==> config.mk <==
export PLATFORM = sky130hd
export DESIGN_NAME = cp0_except
export DESIGN_NICKNAME = d
export VERILOG_FILES = /design/src/rtl/cp0_except.sv
export SDC_FILE = /design/constraint.sdc
export NUM_CORES = 1
export LEC_CHECK = 0
export ABC_AREA = 1
export CORE_MARGIN = 2
export CORE_UTILIZATION = 44
export CTS_CLUSTER_SIZE = 14
export DETAILED_ROUTE_END_ITERATION = 6
export PLACE_DENSITY = 0.82
export SYNTH_ARGS = -nofsm -noshare
export SYNTH_HDL_FRONTEND = slang
export SYNTH_SLANG_ARGS = --single-unit
==> constraint.sdc <==
create_clock -name clk -period 2.5 [get_ports clk]
set_input_delay 0.5 -clock clk [delete_from_list [all_inputs] [get_ports clk]]
set_output_delay 0.5 -clock clk [all_outputs]
set_load 0.02 [all_outputs]
==> src/rtl/cp0_except.sv <==
// cp0_except: coprocessor-0 register file plus exception arbitration for the
// MEM stage of the 5-stage MIPS pipeline.
//
// Ports:
//   clk, rst            clock (rising edge), synchronous active-high reset
//   int_i               external interrupt lines, sampled into Cause[15:10]
//   we_i/waddr_i/wdata_i  mtc0 write from WB
//   raddr_i/rdata_o     mfc0 read (combinational, forwards a same-cycle write)
//   excflags_i          raw MEM flags: [8] syscall [9] invalid [10] trap [11] ovf [12] eret
//   inst_addr_i         PC of the MEM instruction (0 means bubble)
//   in_delayslot_i      MEM instruction sits in a branch delay slot
//   excepttype_o        resolved exception code for the pipeline controller
//   cp0_epc_o           effective EPC (eret target)
//   status_o, cause_o, epc_o, count_o, compare_o  raw register values
//   timer_int_o         Count==Compare interrupt, routed back to int_i[5]
module cp0_except #(
    parameter logic [31:0] PRID_VALUE   = 32'h0048_0102,
    parameter logic [31:0] CONFIG_VALUE = 32'h0000_8000,
    parameter logic [31:0] STATUS_RESET = 32'h1000_0000
) (
    input  logic        clk,
    input  logic        rst,
    input  logic [5:0]  int_i,
    input  logic        we_i,
    input  logic [4:0]  waddr_i,
    input  logic [31:0] wdata_i,
    input  logic [4:0]  raddr_i,
    output logic [31:0] rdata_o,
    input  logic [31:0] excflags_i,
    input  logic [31:0] inst_addr_i,
    input  logic        in_delayslot_i,
    output logic [31:0] excepttype_o,
    output logic [31:0] cp0_epc_o,
    output logic [31:0] status_o,
    output logic [31:0] cause_o,
    output logic [31:0] epc_o,
    output logic [31:0] count_o,
    output logic [31:0] compare_o,
    output logic        timer_int_o
);

    localparam logic [4:0] RegCount   = 5'd9;
    localparam logic [4:0] RegCompare = 5'd11;
    localparam logic [4:0] RegStatus  = 5'd12;
    localparam logic [4:0] RegCause   = 5'd13;
    localparam logic [4:0] RegEpc     = 5'd14;
    localparam logic [4:0] RegPrid    = 5'd15;
    localparam logic [4:0] RegConfig  = 5'd16;

    localparam logic [31:0] ExcInt  = 32'h0000_0001;
    localparam logic [31:0] ExcSys  = 32'h0000_0008;
    localparam logic [31:0] ExcInv  = 32'h0000_000a;
    localparam logic [31:0] ExcTrap = 32'h0000_000d;
    localparam logic [31:0] ExcOvf  = 32'h0000_000c;
    localparam logic [31:0] ExcEret = 32'h0000_000e;

    logic [31:0] count_q, count_d;
    logic [31:0] compare_q, compare_d;
    logic [31:0] status_q, status_d;
    logic [31:0] cause_q, cause_d;
    logic [31:0] epc_q, epc_d;
    logic        timer_q, timer_d;

    logic        wr_count, wr_compare, wr_status, wr_cause, wr_epc;
    logic [31:0] eff_status, eff_cause, eff_epc;
    logic        exc_take, exc_eret;
    logic [4:0]  exc_code;

    // Flag bits outside [12:8] carry no meaning here.
    logic unused_flags;
    assign unused_flags = ^{excflags_i[31:13], excflags_i[7:0]};

    assign wr_count   = we_i && (waddr_i == RegCount);
    assign wr_compare = we_i && (waddr_i == RegCompare);
    assign wr_status  = we_i && (waddr_i == RegStatus);
    assign wr_cause   = we_i && (waddr_i == RegCause);
    assign wr_epc     = we_i && (waddr_i == RegEpc);

    // Arbitration sees a same-cycle mtc0 as if it had already landed.
    assign eff_status = wr_status ? wdata_i : status_q;
    assign eff_cause  = wr_cause  ? wdata_i : cause_q;
    assign eff_epc    = wr_epc    ? wdata_i : epc_q;

    always_comb begin
        excepttype_o = 32'h0;
        if (!rst && (inst_addr_i != 32'h0)) begin
            if (((eff_cause[15:8] & eff_status[15:8]) != 8'h0) &&
                eff_status[0] && !eff_status[1]) begin
                excepttype_o = ExcInt;
            end else if (excflags_i[8]) begin
                excepttype_o = ExcSys;
            end else if (excflags_i[9]) begin
                excepttype_o = ExcInv;
            end else if (excflags_i[10]) begin
                excepttype_o = ExcTrap;
            end else if (excflags_i[11]) begin
                excepttype_o = ExcOvf;
            end else if (excflags_i[12]) begin
                excepttype_o = ExcEret;
            end
        end
    end

    assign cp0_epc_o = rst ? 32'h0 : eff_epc;
    assign exc_eret  = (excepttype_o == ExcEret);
    assign exc_take  = (excepttype_o != 32'h0) && !exc_eret;

    always_comb begin
        exc_code = 5'd0;
        case (excepttype_o)
            ExcSys:  exc_code = 5'd8;
            ExcInv:  exc_code = 5'd10;
            ExcTrap: exc_code = 5'd13;
            ExcOvf:  exc_code = 5'd12;
            default: exc_code = 5'd0;
        endcase
    end

    always_comb begin
        count_d   = wr_count ? wdata_i : count_q + 32'd1;
        compare_d = wr_compare ? wdata_i : compare_q;

        // Writing Compare acknowledges the timer and masks a match in that cycle.
        timer_d = timer_q;
        if (wr_compare) begin
            timer_d = 1'b0;
        end else if ((compare_q != 32'h0) && (count_q == compare_q)) begin
            timer_d = 1'b1;
        end

        status_d = status_q;
        if (wr_status) begin
            status_d[15:8] = wdata_i[15:8];
            status_d[1:0]  = wdata_i[1:0];
        end
        if (exc_take) begin
            status_d[1] = 1'b1;
        end else if (exc_eret) begin
            status_d[1] = 1'b0;
        end

        cause_d        = cause_q;
        cause_d[15:10] = int_i;
        if (wr_cause) begin
            cause_d[9:8] = wdata_i[9:8];
        end

        epc_d = wr_epc ? wdata_i : epc_q;

        // Nested exceptions keep the original EPC/BD.
        if (exc_take) begin
            cause_d[6:2] = exc_code;
            if (!eff_status[1]) begin
                cause_d[31] = in_delayslot_i;
                epc_d       = in_delayslot_i ? inst_addr_i - 32'd4 : inst_addr_i;
            end
        end
    end

    always_ff @(posedge clk) begin
        if (rst) begin
            count_q   <= 32'h0;
            compare_q <= 32'h0;
            status_q  <= STATUS_RESET;
            cause_q   <= 32'h0;
            epc_q     <= 32'h0;
            timer_q   <= 1'b0;
        end else begin
            count_q   <= count_d;
            compare_q <= compare_d;
            status_q  <= status_d;
            cause_q   <= cause_d;
            epc_q     <= epc_d;
            timer_q   <= timer_d;
        end
    end

    always_comb begin
        rdata_o = 32'h0;
        if (we_i && (waddr_i == raddr_i)) begin
            rdata_o = wdata_i;
        end else begin
            case (raddr_i)
                RegCount:   rdata_o = count_q;
                RegCompare: rdata_o = compare_q;
                RegStatus:  rdata_o = status_q;
                RegCause:   rdata_o = cause_q;
                RegEpc:     rdata_o = epc_q;
                RegPrid:    rdata_o = PRID_VALUE;
                RegConfig:  rdata_o = CONFIG_VALUE;
                default:    rdata_o = 32'h0;
            endcase
        end
    end

    assign status_o    = status_q;
    assign cause_o     = cause_q;
    assign epc_o       = epc_q;
    assign count_o     = count_q;
    assign compare_o   = compare_q;
    assign timer_int_o = timer_q;

endmodule

* Word-level counts from Yosys, hierarchy flattened
Cells that the tools add are included.
** Word-level totals
- Flip-flop bits (word level) :: 121
- Input bits :: 116
- Output and inout bits :: 257
- Word-level logic and storage cells :: 75
** Cells by class
- $add $sub $neg :: 2
- Equality and inequality tests :: 19
- Mux-type cells :: 21
- Bitwise operators :: 2
- Reductions and logical operators :: 21
** Operator list (number)
- $mux W32 :: 7
- $pmux W32 S7 :: 1
- $eq A32 B4 Y1 const B :: 5
- $reduce_bool A32 Y1 :: 3
- $eq A5 B4 Y1 const B :: 11
- $add A32 B1 Y32 const B :: 1
- $eq A32 B32 Y1 :: 1
- $mux W16 :: 2
- $sub A32 B3 Y32 const B :: 1
- $mux W4 :: 7
- $pmux W4 S4 :: 1
- $logic_and A1 B1 Y1 :: 11
- $and A8 B8 Y8 :: 1
- $reduce_bool A8 Y1 :: 1
- $eq A5 B5 Y1 :: 1
- $eq A5 B5 Y1 const B :: 1
- $logic_not A1 Y1 :: 3
- $reduce_bool A3 Y1 :: 1
- $mux W1 :: 2
- $mux W2 :: 1
- $reduce_and A2 Y1 :: 1
- $reduce_or A2 Y1 :: 1
- $not A1 Y1 :: 1

* Longest topological paths before layout
Gate-level depths: netlist (run 1).
- Depth after elaboration :: 13
- Mapped depth :: 18
- Gate-level depth less buffers :: 17

* Least setup slack after synthesis (run 1)
No wires, ideal clock.
- Path type :: in2out
- Start point :: input port raddr_i[4]
- End point :: output port rdata_o[3]
- Data arrival time :: 2072 ps
- Required time :: 2000 ps
- Path slack :: -72 ps
- Cell stages on the path :: 12
- Buffers on the path :: 1
- Cells stage by stage :: inv_1 > nand2_1 > nor2_1 > inv_1 > nor2_1 > inv_1 > nor2_1 > inv_1 > clkbuf_1 > o21ai_0 > o21ai_0 > o21ai_0
** Between the ends
- Cells in the longest elaborated chain, start to end :: 3
- Elaborated cells between the ends (all ways) :: 11
- Those cells by class :: eq/ne (8); mux (2); reduce/logical (1)
** RTL lines
- from (decl) :: RTL line 27 : input logic [4:0] raddr_i,
- $eq A5 B5 Y1 (tied with other cells) :: RTL line 183 : case (raddr_i)
- $pmux W32 S7 / $logic_and A1 B1 Y1 (equally long branches) :: RTL line 183, 180
- $mux W32 (*) :: RTL line 180 : if (we_i && (waddr_i == raddr_i)) begin
- to (decl) :: RTL line 28 : output logic [31:0] rdata_o,
Mark *: on every way between the ends. The rest lies on a longest branch, timed or not.

* Final worst setup path (run 1)
- Start point :: input port raddr_i[2]
- End point :: output port rdata_o[28]
Same word-level chain as after synthesis.

==> flow_metrics.env, run 1 <==
export IMPL_outcome="complete, but fails checks"
export IMPL_violations="setup timing"
export IMPL_netlist_area_leader_share_pct=26.38
export IMPL_numClockSinks=120
export IMPL_rows=52
export IMPL_worst_slew_pin_slew_ns=0.7929
export IMPL_fin_nets=2070
export IMPL_slew_viol_final=0
export IMPL_clk_pin_slew_ns=0.06
export IMPL_crit_required_ns=2.00
export IMPL_p_leak_nw=7.257
export IMPL_die_area_sq_um=21860
export IMPL_r2r_start="count_o[1]"
export IMPL_first_pass_iters=7
export IMPL_most_common_layout_cells="buf_4, nand2_1, inv_1"
export IMPL_async_flop_share_pct=0
export IMPL_tritoncts="built"
export IMPL_p_comb_share_pct=26.6
export IMPL_place_ws_ns=-1.021
export IMPL_worstSetupPathType="primary input to primary output"
export IMPL_min_period_ns=2.677
export IMPL_endpoint_kind="primary output"
export IMPL_start_kind="primary input"
export IMPL_netlist_instances=1426
export IMPL_holdPathEnd="count_o[0]"
export IMPL_cts_root_buffer="clkbuf_16"
export IMPL_diodes=0
export IMPL_hold_class="flop to flop"
export IMPL_r2r_end="count_o[22]"
export IMPL_worstPathArrival_ns=2.18
export IMPL_io_pins=373
export IMPL_maxCapViolCount=0
export IMPL_reg2reg_slack_ns=0.20
export IMPL_path_common_cell="buf_12"
export IMPL_muxShareOfSynthArea_pct=0
export IMPL_fin_skew_ns=0.01085
export IMPL_vias_per_cell=5.546
export IMPL_finalPower_mw=6.330
export IMPL_layout_drive_gt1_share_pct=31.79
export IMPL_hpwl_um=32910
export IMPL_yosys_warnings=0
export IMPL_net_switching_power_mw=1.988
export IMPL_whs_ns=0.5258
export IMPL_setup_violations_final=35
export IMPL_hold_violations=0
export IMPL_power_density_nw_per_um2=404.1
export IMPL_die_h_um=147.9
export IMPL_yosys_area_share_xor_xnor_pct=7.021
export IMPL_clkPwrFrac_pct=40.5
export IMPL_r2r_cells=12
export IMPL_core_sq_um=20300
export IMPL_grt_overflow=0
export IMPL_netSwitchingFraction_pct=31.40
export IMPL_syn_avg_cell_area_sq_um=6.386
export IMPL_timing_fmax_ghz=0.3736
export IMPL_crit_family="buffers and inverters"
export IMPL_ys_seq_area_share_pct=26.38
export IMPL_critPathMaxFanout=6
export IMPL_place_congestion=1.116
export IMPL_pwr_share_seq_pct=32.9
export IMPL_clock_latency_ns=0.42
export IMPL_post_route_period_util_pct=107.1
export IMPL_synth_edf_count=0
export IMPL_postRouteAntennaNets=0
export IMPL_syn_to_final_growth_pct=72.00
export IMPL_vdd_ir_drop_max_v=0.0005048
export IMPL_grt_pass1_wl_um=64260
export IMPL_hold_depth=1
export IMPL_place_detailed_instances=2166
export IMPL_cts_buffers=17
export IMPL_synth_compound_area_share_pct=20.09
export IMPL_ys_seq_elements=120
export IMPL_htree_levels=4
export IMPL_io_buffers=276
export IMPL_synth_adder_area_share_pct=0.4122
export IMPL_synth_simple_area_share_pct=27.95
export IMPL_clk_path_buf_depth=2
export IMPL_slew_headroom_pct=47.14
export IMPL_grt_pass1_vias=11424
export IMPL_netlist_area_sq_um=9106
export IMPL_grt_max_degree=75
export IMPL_wirelength_um=46590
export IMPL_grt_util_all_layers_pct=38.31
export IMPL_synthFlopType="dfxtp_1"
export IMPL_yosysUniqueCellTypes=47
export IMPL_crit_buf_inv=6
export IMPL_wl_per_cell_um=20.86
export IMPL_antenna_found_initial=1
export IMPL_cell_internal_pwr_mw=4.342
export IMPL_setup_slack_ns=-0.1767
export IMPL_path_cells="buf_12 -> xor2_4 -> a2111oi_4 -> buf_4 -> o2111ai_4 -> buf_12 -> buf_12 -> buf_16 -> o21ai_4 -> buf_6"
export IMPL_cpMaxStageDelayCell="a2111oi_4"
export IMPL_chipWidth_um=147.9
export IMPL_final_common_cell="buf_4"
export IMPL_initialDrtViolationCount=1261
export IMPL_drc=0
export IMPL_crit_path_max_incr_delay_ns=0.27
export IMPL_vias=12385
export IMPL_initial_core_util_pct=44.86
export IMPL_netlist_top_cells_area="dfxtp_1, nand2_1, inv_1"
export IMPL_rsz0062_at_grt="true"
export IMPL_fin_cells=2233
export IMPL_synth_top_family_by_area="simple AND/OR/NAND/NOR gates"
export IMPL_synth_top_area_cell="dfxtp_1"
export IMPL_holdCritStartpoint="count_o[0]"
cell usage after synthesis, types with 5 or more instances:
cell	n
xnor2_1	32
buf_4	72
inv_1	211
dfxtp_1	120
a211oi_1	9
nand3_1	58
o211ai_1	24
o21ai_1	6
o221ai_1	9
a21oi_2	20
o2111ai_1	10
nor2_2	5
nand4_1	19
a221oi_1	6
xor2_1	41
nor4_1	17
a21oi_1	62
nand2_1	282
nor3_1	22
o22ai_1	9
o21ai_0	133
a22oi_1	7
nor2_1	129
clkbuf_1	50
nand2_2	27
power by group through the flow:
stage	sequential, mW	combinational [mW]	clock (mW)
global placement	2.11	1.50	0
detailed placement	2.11	1.51	0
CTS	2.07	1.57	2.54
floorplan	2.16	0.703	0
global route	2.08	1.78	2.63
finish	2.08	1.69	2.56
state kept, by name, indices dropped and copies added, names as in the netlist:
name,cells
status_o,10
epc_o,32
timer_int_o,1
cause_o,13
count_o,32
compare_o,32
logic make-up (layout without fill, tap and decap cells):
kind of cell | count (synthesis) | in the layout
fa+ha+maj | 3 | 3
simple gates | 575 | 575
compound gates | 304 | 304
flops | 120 | 120
xor+xnor | 73 | 73
other cells | 2 | 69
buf+inv | 349 | 819
worst register-to-register path, cell delays in order (launching register included):
cell and delay [ns]:
dfxtp_1 0.41, ha_2 0.26, nand3_2 0.14, nor3_2 0.17, nand2_1 0.11, nor2_2 0.18
nand4_1 0.17, inv_1 0.09, nand2_1 0.11, buf_4 0.16, xor2_1 0.14, o211ai_1 0.18
inv_1 0.06
metal layers:
layer  routed length [um]  track usage, %  vias up
met5                    0               0        -
li1                     -               -     5545
met3                 5228           6.512      309
met1                16740           46.80     5573
met4                 3838           23.86        0
met2                20780           62.86      958
how the worst max path moves through the flow:
stage | start | end | cells past startpoint
floorplan | waddr_i[3] | cp0_epc_o[16] | 6
global placement | waddr_i[0] | cp0_epc_o[16] | 9
detailed placement | waddr_i[2] | rdata_o[3] | 8
CTS | raddr_i[2] | rdata_o[6] | 11
global route | raddr_i[0] | rdata_o[0] | 11
finish | raddr_i[2] | rdata_o[28] | 10
repair_timing:
item / in CTS / in global routing
resized for setup: 428 / 219
hold buffers: 0 / 0
setup endpoints to repair: 104 / 88
gates cloned: 7 / 1
buffers inserted: 21 / 10
pin swaps: 23 / 30
metrics by stage:
step	utilization [%]	TNS, ns	area [sq um]
floorplan	-	-0.6964	9360
global placement	67.71	-71.04	13750
detailed placement	67.71	-73.08	13750
CTS	73.95	-1.638	15010
global route	77.16	-5.018	15660
finish	77.16	-3.218	15660
cell type report:
type / instances / area [sq um]
Timing Repair Buffer: 570 / 5315
Multi-Input combinational cell: 1024 / 6182
Clock buffer: 22 / 474.2
Fill cell: 1453 / 4637
Tap cell: 270 / 337.8
Inverter: 218 / 825.8
Clock inverter: 9 / 122.6
Sequential cell: 120 / 2405
Note: power is estimated with default switching activity, not from simulation.
==> inputs of run 2 (changes only) <==
- CTS_CLUSTER_SIZE: 14 -> not set
==> results of run 2 <==
Final layout, timing and power as in run 1 (identical DEF).
